**src/rtl/wbc_arbiter_pkg.sv**
```systemverilog
// Shared definitions for the wbc control-bus arbiter: master indices,
// FSM state encoding and the default watchdog timeout.
package wbc_arbiter_pkg;

    localparam int WBC_M_PCIC  = 0;
    localparam int WBC_M_TURFC = 1;
    localparam int WBC_M_HKMC  = 2;

    localparam int WBC_TIMEOUT_DEFAULT = 1024;

    typedef enum logic [1:0] {
        WBC_ARB_IDLE = 2'd0,
        WBC_ARB_OWN  = 2'd1,
        WBC_ARB_TERM = 2'd2
    } wbc_arb_state_t;

endpackage

```
**src/rtl/wbc_rr_pick.sv**
```systemverilog
// Combinational round-robin picker: first requester found searching upward
// from last+1, wrapping at NUM_MASTERS.
module wbc_rr_pick #(
    parameter int NUM_MASTERS = 3,
    parameter int SEL_BITS    = 2
) (
    input  logic [NUM_MASTERS-1:0] req,
    input  logic [SEL_BITS-1:0]    last,
    output logic [SEL_BITS-1:0]    winner,
    output logic                   valid
);

    logic [SEL_BITS-1:0] idx;

    always_comb begin
        winner = '0;
        valid  = 1'b0;
        idx    = '0;
        for (int i = 1; i <= NUM_MASTERS; i++) begin
            idx = SEL_BITS'((int'(last) + i) % NUM_MASTERS);
            if (!valid && req[idx]) begin
                winner = idx;
                valid  = 1'b1;
            end
        end
    end

endmodule

```
**src/rtl/wbc_arbiter.sv**
```systemverilog
// Round-robin arbiter for the control WISHBONE bus with a stalled-slave
// watchdog that terminates the cycle with a synthesized err.
//
//  state | meaning
//  IDLE  | no owner; arbitrate among cyc requests
//  OWN   | grant held while the owner keeps cyc high; watchdog running
//  TERM  | watchdog fired; one-cycle err/kill pulse to the owner
module wbc_arbiter
    import wbc_arbiter_pkg::*;
#(
    parameter int NUM_MASTERS    = 3,
    parameter int SEL_BITS       = 2,
    parameter int TIMEOUT_CYCLES = WBC_TIMEOUT_DEFAULT,
    parameter int TO_CNT_BITS    = 16
) (
    input  logic                   clk_i,
    input  logic                   rst_n_i,
    input  logic [NUM_MASTERS-1:0] cyc_i,
    input  logic [NUM_MASTERS-1:0] stb_i,
    input  logic                   slv_ack_i,
    input  logic                   slv_err_i,
    input  logic                   slv_rty_i,
    output logic [NUM_MASTERS-1:0] gnt_o,
    output logic [SEL_BITS-1:0]    sel_o,
    output logic                   busy_o,
    output logic                   to_err_o,
    output logic                   slv_kill_o,
    output logic [7:0]             to_count_o
);

    localparam logic [TO_CNT_BITS-1:0] TO_LIMIT = TO_CNT_BITS'(TIMEOUT_CYCLES - 1);
    localparam logic [SEL_BITS-1:0]    LAST_RST = SEL_BITS'(NUM_MASTERS - 1);

    wbc_arb_state_t          state, state_nxt;
    logic [NUM_MASTERS-1:0]  gnt_nxt;
    logic [SEL_BITS-1:0]     sel_nxt, last, last_nxt;
    logic                    busy_nxt, term_nxt;
    logic [TO_CNT_BITS-1:0]  to_cnt, to_cnt_nxt;
    logic [7:0]              to_count_nxt;
    logic [SEL_BITS-1:0]     pick_idx;
    logic                    pick_valid;
    logic                    slv_resp;

    assign slv_resp = slv_ack_i | slv_err_i | slv_rty_i;

    wbc_rr_pick #(
        .NUM_MASTERS (NUM_MASTERS),
        .SEL_BITS    (SEL_BITS)
    ) u_pick (
        .req    (cyc_i),
        .last   (last),
        .winner (pick_idx),
        .valid  (pick_valid)
    );

    always_ff @(posedge clk_i or negedge rst_n_i) begin
        if (!rst_n_i) begin
            state      <= WBC_ARB_IDLE;
            gnt_o      <= '0;
            sel_o      <= '0;
            busy_o     <= 1'b0;
            last       <= LAST_RST;
            to_cnt     <= '0;
            to_err_o   <= 1'b0;
            slv_kill_o <= 1'b0;
            to_count_o <= '0;
        end else begin
            state      <= state_nxt;
            gnt_o      <= gnt_nxt;
            sel_o      <= sel_nxt;
            busy_o     <= busy_nxt;
            last       <= last_nxt;
            to_cnt     <= to_cnt_nxt;
            to_err_o   <= term_nxt;
            slv_kill_o <= term_nxt;
            to_count_o <= to_count_nxt;
        end
    end

    always_comb begin
        state_nxt    = state;
        gnt_nxt      = gnt_o;
        sel_nxt      = sel_o;
        busy_nxt     = busy_o;
        last_nxt     = last;
        to_cnt_nxt   = to_cnt;
        to_count_nxt = to_count_o;
        term_nxt     = 1'b0;

        case (state)
            WBC_ARB_IDLE: begin
                to_cnt_nxt = '0;
                if (pick_valid) begin
                    gnt_nxt           = '0;
                    gnt_nxt[pick_idx] = 1'b1;
                    sel_nxt           = pick_idx;
                    busy_nxt          = 1'b1;
                    last_nxt          = pick_idx;
                    state_nxt         = WBC_ARB_OWN;
                end
            end
            WBC_ARB_OWN: begin
                // Owner release takes precedence over any watchdog activity.
                if (!cyc_i[sel_o]) begin
                    gnt_nxt    = '0;
                    busy_nxt   = 1'b0;
                    to_cnt_nxt = '0;
                    state_nxt  = WBC_ARB_IDLE;
                end else if (slv_resp) begin
                    to_cnt_nxt = '0;
                end else if (stb_i[sel_o]) begin
                    if (to_cnt == TO_LIMIT) begin
                        to_cnt_nxt = '0;
                        term_nxt   = 1'b1;
                        state_nxt  = WBC_ARB_TERM;
                        if (to_count_o != 8'hFF) begin
                            to_count_nxt = to_count_o + 8'd1;
                        end
                    end else begin
                        to_cnt_nxt = to_cnt + 1'b1;
                    end
                end
            end
            WBC_ARB_TERM: begin
                if (cyc_i[sel_o]) begin
                    state_nxt = WBC_ARB_OWN;
                end else begin
                    gnt_nxt   = '0;
                    busy_nxt  = 1'b0;
                    state_nxt = WBC_ARB_IDLE;
                end
            end
            default: begin
                gnt_nxt   = '0;
                busy_nxt  = 1'b0;
                state_nxt = WBC_ARB_IDLE;
            end
        endcase
    end

endmodule
```
**config.mk**
```make
export PLATFORM = sky130hd
export DESIGN_NAME = wbc_arbiter
export DESIGN_NICKNAME = d
export VERILOG_FILES = /design/src/rtl/wbc_arbiter_pkg.sv /design/src/rtl/wbc_rr_pick.sv /design/src/rtl/wbc_arbiter.sv
export SDC_FILE = /design/constraint.sdc
export NUM_CORES = 1
export LEC_CHECK = 0
export ABC_AREA = 1
export CORE_MARGIN = 2
export CORE_UTILIZATION = 30
export DETAILED_ROUTE_END_ITERATION = 6
export SYNTH_ARGS = -nofsm -noshare
export SYNTH_HDL_FRONTEND = slang
export SYNTH_SLANG_ARGS = --single-unit
```
**constraint.sdc**
```tcl
create_clock -name clk_i -period 2.3 [get_ports clk_i]
set_input_delay 0.69 -clock clk_i [delete_from_list [all_inputs] [get_ports clk_i]]
set_output_delay 0.69 -clock clk_i [all_outputs]
set_load 0.02 [all_outputs]
```
==> out/results.tsv, run 1 <==
metric	value	unit
number of CTS-inserted buffers	5	
HPWL Detailed	4400	um
Die Outline Area	9060	um^2
biggest cell delay along the critical path	0.65	ns
relative contribution of sequential cells to total power	26.9	%
fraction of final layout cells sized beyond drive strength 1	14.5	%
wire length of the first global-routing pass	10300	um
Resize count post-CTS	0	
Seq/Total Area, Yosys	34.2	%
FF+latch count, synth	34	
kind of launch point of the worst setup path	flip-flop	
number of antenna violations at the first check in global routing	0	
upper clock frequency limit	476	MHz
max capacitance violation total	0	
Post-CTS Hold Fix Bufs	0	
mean area per synthesized cell	6.91	um^2
post-DR vias/cell	4.56	
number of flops mapped to enable cells by yosys	0	
Post-Place Worst Slack	0.00225	ns
synth-to-layout area growth	24.5	%
Layout Nets	425	
Final Hold Vio Count	0	
number of post-CTS setup repair buffers	0	
Max transition margin	69.1	%
total buffers and inverters traversed by the critical path	1	
number of H-tree levels	2	
maximum number of pins on one net before global-route repair	35	
number of antenna repair diodes	0	
critical-path cell with the highest stage delay	sky130_fd_sc_hd__clkdlybuf4s50_1	
Critical Setup Path Class	reg -> out	
Total Routed Length	5870	um
placeable core region	8130	um^2
weighted congestion at the end of routability-driven global placement	0.877	
R2R setup slack	0.32	ns
starting density of the core	30.7	%
Routed WL per cell	11.5	um
DRT antenna net count	0	
Cell Pwr Density	871	nW/um^2
maximum fanout along the worst path	6	
worst slew pin tran	0.464	ns
final worst-path cycle share	91.4	%
count of routing violations after the opening detailed-route iteration	108	
master cell of the clock root buffer	sky130_fd_sc_hd__clkbuf_8	
die width	95.2	um
number of design rule violations left after detail routing	0	
via count	2328	
worst endpoint required time	1.61	ns
Fin Setup TNS	0	ns
Cell Chain, Critical Path	clkdlybuf4s50_1	
Slew Viols, Final	0	
die height	95.2	um
TritonCTS clock tree	built	
number of endpoints failing setup at the final stage	0	
net switching share of the total power	42.9	%
total global-route track usage	14.3	%
leakage component of the power	1.48	nW
1st-pass router iterations	4	
internal power	0.00155	W
Netlist cell types	32	
Sw Pwr	0.00116	W
arrival time at the worst endpoint	1.41	ns
outcome	completed	
share of the core filled with cells in the final layout	38.2	%
Clock power frac	19.7	%
count of yosys warnings during synthesis	0	
Worst-path clk slew	0.08	ns
clock insertion delay at the later pin of the skew report	0.29	ns
Final Worst Setup Slack	0.199	ns
RSZ-0062 raised after global routing	no	
cell area after synthesis	2490	um^2
Max rail drop VDD	0.392	mV
total congestion overflow	0	
Worst path top cell family by delay	buffers and inverters	
gate count of the mapped netlist	361	
share of synthesized flip-flops with an asynchronous set or reset	100	%
worst min-delay path class	reg -> reg	
port buffer count	26	
Most used DFF post-synth	sky130_fd_sc_hd__dfrtp_1	
Worst Clk Skew	0.00511	ns
maximum count of clock buffers along a single path	2	
net count after synthesis	381	
crit path time final	2.10	ns
FP Rows	33	
number of global-route vias before repair	2216	
Fill cells	831	
CTS sink count	34	
Comb pwr share	53.4	%
crit path capture type	output pin	
I/O pins	27	
## final cells by class
cell class | count | area, um^2 | area share, %
clock buffers | 8 | 110 | 3.54
inverters | 53 | 204 | 6.56
multi-input cells | 266 | 1380 | 44.5
flip-flops and latches | 34 | 852 | 27.4
well taps | 105 | 131 | 4.23
repair buffers | 45 | 428 | 13.8
## cell families after synthesis
| family | Yosys count | share of synthesized area, % |
|---|---|---|
| AOI/OAI and AO/OA | 34 | 9.23 |
| xor gates and xnor gates | 7 | 2.46 |
| adders and majority gates | 9 | 4.51 |
| DFF | 34 | 34.2 |
| and+or+nand+nor | 216 | 39.2 |
| buffers and inverters | 61 | 10.5 |
## flip-flops by register name, indices dropped and copies added, names as in the netlist
signal      count
busy_o          1
gnt_o           3
to_cnt         16
last            1
state           2
sel_o           2
slv_kill_o      1
to_count_o      8
## routing by layer
metal / global-route usage, % / vias to the layer above / part of all wire [%]
met1: 19.3 / 1060 / 47
met3: 2.21 / 7 / 3.7
met4: 3.86 / 0 / 1.2
met5: 0 / - / 0
li1: - / 1222 / -
met2: 23.9 / 39 / 48
## cell usage after synthesis, types with 3 or more instances
library cell | n | area (um^2)
sky130_fd_sc_hd__buf_4 | 5 | 37.5
sky130_fd_sc_hd__dfrtp_1 | 33 | 826
sky130_fd_sc_hd__ha_1 | 9 | 113
sky130_fd_sc_hd__inv_1 | 47 | 176
sky130_fd_sc_hd__inv_2 | 5 | 18.8
sky130_fd_sc_hd__nand2_1 | 113 | 424
sky130_fd_sc_hd__nand2_2 | 4 | 25.0
sky130_fd_sc_hd__nand3_1 | 42 | 210
sky130_fd_sc_hd__nand4_1 | 6 | 37.5
sky130_fd_sc_hd__nor2_1 | 34 | 128
sky130_fd_sc_hd__nor2_4 | 3 | 33.8
sky130_fd_sc_hd__nor3_1 | 6 | 30.0
sky130_fd_sc_hd__o21ai_0 | 16 | 80.1
sky130_fd_sc_hd__o21ai_1 | 4 | 20.0
sky130_fd_sc_hd__o21ai_2 | 7 | 61.3
sky130_fd_sc_hd__xnor2_1 | 6 | 52.6
## cells in the final DEF (no fill, tap or decap)
master	Yosys	final
sky130_fd_sc_hd__o21ai_2	7	7
sky130_fd_sc_hd__nand3_2	2	2
sky130_fd_sc_hd__or2_2	1	1
sky130_fd_sc_hd__inv_1	47	47
sky130_fd_sc_hd__o21ai_0	16	16
sky130_fd_sc_hd__inv_6	1	1
sky130_fd_sc_hd__nand3_1	42	42
sky130_fd_sc_hd__o21bai_1	2	2
sky130_fd_sc_hd__nor2_4	3	3
sky130_fd_sc_hd__clkbuf_8	0	8
sky130_fd_sc_hd__a31oi_1	2	2
sky130_fd_sc_hd__nor2_1	34	34
sky130_fd_sc_hd__nor3_4	1	1
sky130_fd_sc_hd__nand4_1	6	6
sky130_fd_sc_hd__a21oi_2	1	1
sky130_fd_sc_hd__nor2_2	1	1
sky130_fd_sc_hd__nor3_1	6	6
sky130_fd_sc_hd__nand3_4	1	1
sky130_fd_sc_hd__xnor2_1	6	6
sky130_fd_sc_hd__dfstp_2	1	1
sky130_fd_sc_hd__nand2_4	2	2
sky130_fd_sc_hd__nand2_2	4	4
sky130_fd_sc_hd__buf_12	0	2
sky130_fd_sc_hd__clkdlybuf4s50_1	0	26
sky130_fd_sc_hd__ha_1	9	9
sky130_fd_sc_hd__inv_2	5	5
sky130_fd_sc_hd__o21ai_1	4	4
sky130_fd_sc_hd__dfrtp_1	33	33
sky130_fd_sc_hd__xor2_1	1	1
sky130_fd_sc_hd__a21oi_4	2	2
sky130_fd_sc_hd__nand2_1	113	113
sky130_fd_sc_hd__buf_4	5	17
## metrics by stage
step | total power, W | hold slack (ns) | std cells | cell area [um^2]
3_5_place_dp | 0.00218 | 0.472 | 503 | 3000
2_1_floorplan | 0.00162 | 0.394 | 361 | 2490
3_3_place_gp | 0.00217 | 0.465 | 503 | 3000
5_1_grt | 0.00293 | 0.517 | 511 | 3110
6_report | 0.00270 | 0.480 | 511 | 3110
4_1_cts | 0.00272 | 0.488 | 511 | 3110
## worst paths after layout
kind / from / to / cells past startpoint
max reg2reg: sel_o[0] / gnt_o[2] / 11
min in group asynchronous: rst_n_i / to_cnt[12] / 2
min: busy_o / busy_o / 2
min reg2reg: busy_o / busy_o / 2
max in group asynchronous: rst_n_i / last[1] / 2
max: sel_o[0] / sel_o[0] / 1
## power groups by stage
stage	logic [W]	registers, W	clock network (W)
after CTS	0.00145	0.000728	0.000545
after floorplan	0.000856	0.000763	0
after global routing	0.00162	0.000740	0.000572
after detailed placement	0.00144	0.000739	0
final	0.00144	0.000729	0.000532
after global placement	0.00143	0.000738	0
Note: power is estimated with default switching activity, not from simulation.
==> run 2: changes to the inputs <==
--- a/config.mk
+++ b/config.mk
@@ -6,6 +6,7 @@
 export NUM_CORES = 1
 export LEC_CHECK = 0
 export ABC_AREA = 1
+export ABC_CLOCK_PERIOD_IN_PS = 2300
 export CORE_MARGIN = 2
 export CORE_UTILIZATION = 30
 export DETAILED_ROUTE_END_ITERATION = 6
==> results of run 2 <==
No change in the layout: final DEF, timing and power equal those of run 1.
==> run 3: changes to the inputs <==
--- a/config.mk
+++ b/config.mk
@@ -10,6 +10,7 @@
 export CORE_MARGIN = 2
 export CORE_UTILIZATION = 30
 export DETAILED_ROUTE_END_ITERATION = 6
+export DONT_BUFFER_PORTS = 1
 export SYNTH_ARGS = -nofsm -noshare
 export SYNTH_HDL_FRONTEND = slang
 export SYNTH_SLANG_ARGS = --single-unit
==> run 3 against run 2 <==
  * Register-to-register slack better by 0.04 ns
  * Via count is 4.4% lower
  * First-iteration DRC count is 11% higher
  * Critical path depth up 8
  * Non-clock buffer count fell by 40
  * Count of clock-buffer cells in the layout fell by 3
  * Combinational power down 24%
  * Sequential power increased by 5.1%
  * Clock power increased by 27%
  * Critical endpoint is now to_cnt[0]
==> out/results.tsv, run 3 (synthesis gave the netlist of run 1 again) <==
metric	value	unit	change
post-route standard cell area excluding fillers	2740	um^2	-12%
fraction of final layout cells sized beyond drive strength 1	12.3	%	-2.2 points
Routed WL per cell	11.8	um	+2.5%
wire length on met2	2700	um	-3.9%
Worst path top cell family by delay	simple AND/OR/NAND/NOR gates		
crit path time final	1.94	ns	-0.158 ns
TritonCTS clock tree	built		
most frequent standard cell in the layout excluding fill and tap cells	sky130_fd_sc_hd__nand2_1		
placed cell areas	2610	um^2	-13%
number of endpoints failing setup at the final stage	0		unchanged
worst slew pin tran	0.386	ns	-0.0782 ns
number of post-CTS setup repair buffers	0		unchanged
maximum number of pins on one net before global-route repair	35		unchanged
Largest register FFs	16		unchanged
worst reg2reg endpoint	to_cnt[0]		
Resize count post-CTS	0		unchanged
RSZ-0062 raised after global routing	no		
Post-CTS Hold Fix Bufs	0		unchanged
Detail Route met3 WL	227	um	+3.2%
Fin Setup TNS	0	ns	unchanged
CTS sink count	34		unchanged
HPWL Detailed	4140	um	-5.8%
Worst-path clk slew	0.08	ns	about the same
Worst Clk Skew	0.00657	ns	+0.00146 ns
Worst Hold Slack	0.0876	ns	-0.392 ns
cell type with the highest occurrence count on the critical path	sky130_fd_sc_hd__nand2_1		
placed instance count	463		-8.0%
max capacitance violation total	0		unchanged
placeable core region	8130	um^2	unchanged
Critical Setup Path Class	reg -> reg		
total buffers and inverters traversed by the critical path	2		+1
upper clock frequency limit	515	MHz	+8.1%
via count	2225		-4.4%
weighted congestion at the end of routability-driven global placement	0.831		-5.3%
Cell Chain, Critical Path	inv_1 > ha_1 > nand3_2 > inv_2 > nand2_1 > nand2_1 > nor2_1 > nand2_1 > o21ai_1		
I/O pins	27		unchanged
Total Routed Length	5550	um	-5.5%
wire length of the first global-routing pass	9740	um	-5.3%
Max transition margin	74.2	%	+5.1 points
arrival time at the worst endpoint	2.12	ns	+0.71 ns
leakage component of the power	1.32	nW	-11%
number of CTS-inserted buffers	5		unchanged
1st-pass router iterations	4		unchanged
master cell of the clock root buffer	sky130_fd_sc_hd__clkbuf_8		
worst min-delay path class	in -> async		
count of routing violations after the opening detailed-route iteration	120		+11%
number of non-filler instances in the completed layout	471		-7.8%
FP Rows	33		unchanged
maximum fanout along the worst path	11		+5
Max rail drop VDD	0.266	mV	-32%
synth-to-layout area growth	9.98	%	
clock insertion delay at the later pin of the skew report	0.29	ns	about the same
post-DR vias/cell	4.72		+3.7%
number of antenna repair diodes	0		unchanged
Most flops, register	to_cnt		
die width	95.2	um	unchanged
critical-path cell with the highest stage delay	sky130_fd_sc_hd__dfrtp_1		
port buffer count	0		-100%
R2R setup slack	0.36	ns	+0.04 ns
Slew Viols, Final	0		unchanged
total global-route track usage	13.4	%	-0.89 points
worst reg2reg startpoint	state[1]		
kind of launch point of the worst setup path	flip-flop		
Met1 Routed Length	2540	um	-8.2%
final worst-path cycle share	84.5	%	-6.9 points
highest-count cells in the layout ignoring fill and taps	sky130_fd_sc_hd__nand2_1 (113), sky130_fd_sc_hd__inv_1 (47), sky130_fd_sc_hd__nand3_1 (42)		
Layout Nets	385		-9.4%
die height	95.2	um	unchanged
Cell Pwr Density	925	nW/um^2	+6.2%
outcome	completed		
number of design rule violations left after detail routing	0		unchanged
number of H-tree levels	2		unchanged
Die Outline Area	9060	um^2	unchanged
DRT antenna net count	0		unchanged
uppermost layer routed	met4		
biggest cell delay along the critical path	0.42	ns	-0.23 ns
depth of the most critical reg-to-reg path	9		-2
total congestion overflow	0		unchanged
Final Hold Vio Count	0		unchanged
maximum count of clock buffers along a single path	2		unchanged
largest registers ranked by flip-flop count	to_cnt: 16 flops, to_count_o: 8 flops, gnt_o: 3 flops		
number of global-route vias before repair	2159		-2.6%
starting density of the core	30.7	%	unchanged
crit path capture type	flip-flop		
worst endpoint required time	2.47	ns	+0.86 ns
number of antenna violations at the first check in global routing	0		unchanged
run 3: how the worst max path moves through the flow:
stage / from / slack, ns / depth (start not counted) / end
finish: state[1] / 0.36 / 9 / to_cnt[0]
global route: state[1] / 0.18 / 9 / to_cnt[0]
CTS: state[1] / 0.34 / 9 / to_cnt[0]
detailed placement: cyc_i[2] / 0.31 / 9 / to_cnt[0]
global placement: cyc_i[2] / 0.37 / 9 / to_cnt[0]
floorplan: slv_err_i / 0.57 / 9 / to_cnt[15]
run 3: metal layers:
layer | up-vias | GRT usage [%]
met5 | - | 0
li1 | 1150 | -
met1 | 1024 | 16.6
met3 | 4 | 2.21
met2 | 47 | 23.7
met4 | 0 | 4.47
run 3: metrics by stage:
step | utilization, % | total power, W | setup WS, ns
final | 33.7 | 0.00254 | 0.357
after global placement | 32.0 | 0.00187 | 0.366
after detailed placement | 32.0 | 0.00187 | 0.311
after floorplan | - | 0.00162 | 0.566
after CTS | 33.7 | 0.00256 | 0.337
after global routing | 33.7 | 0.00274 | 0.176
run 3: report_power, final:
group | leakage [nW] | internal (W) | switching [W] | total (W)
sequential | 0.463 | 0.000671 | 0.0000951 | 0.000766
clock | 0.0683 | 0.000434 | 0.000241 | 0.000676
combinational | 0.789 | 0.000326 | 0.000770 | 0.00110
total | 1.32 | 0.00143 | 0.00111 | 0.00254
run 3: cell type report:
class,count,area [um^2]
Sequential cell,34,852
Clock buffer,5,68.8
Tap cell,105,131
Multi-Input combinational cell,266,1380
Timing Repair Buffer,5,37.5
Fill cell,844,5390
Clock inverter,3,68.8
Inverter,53,204
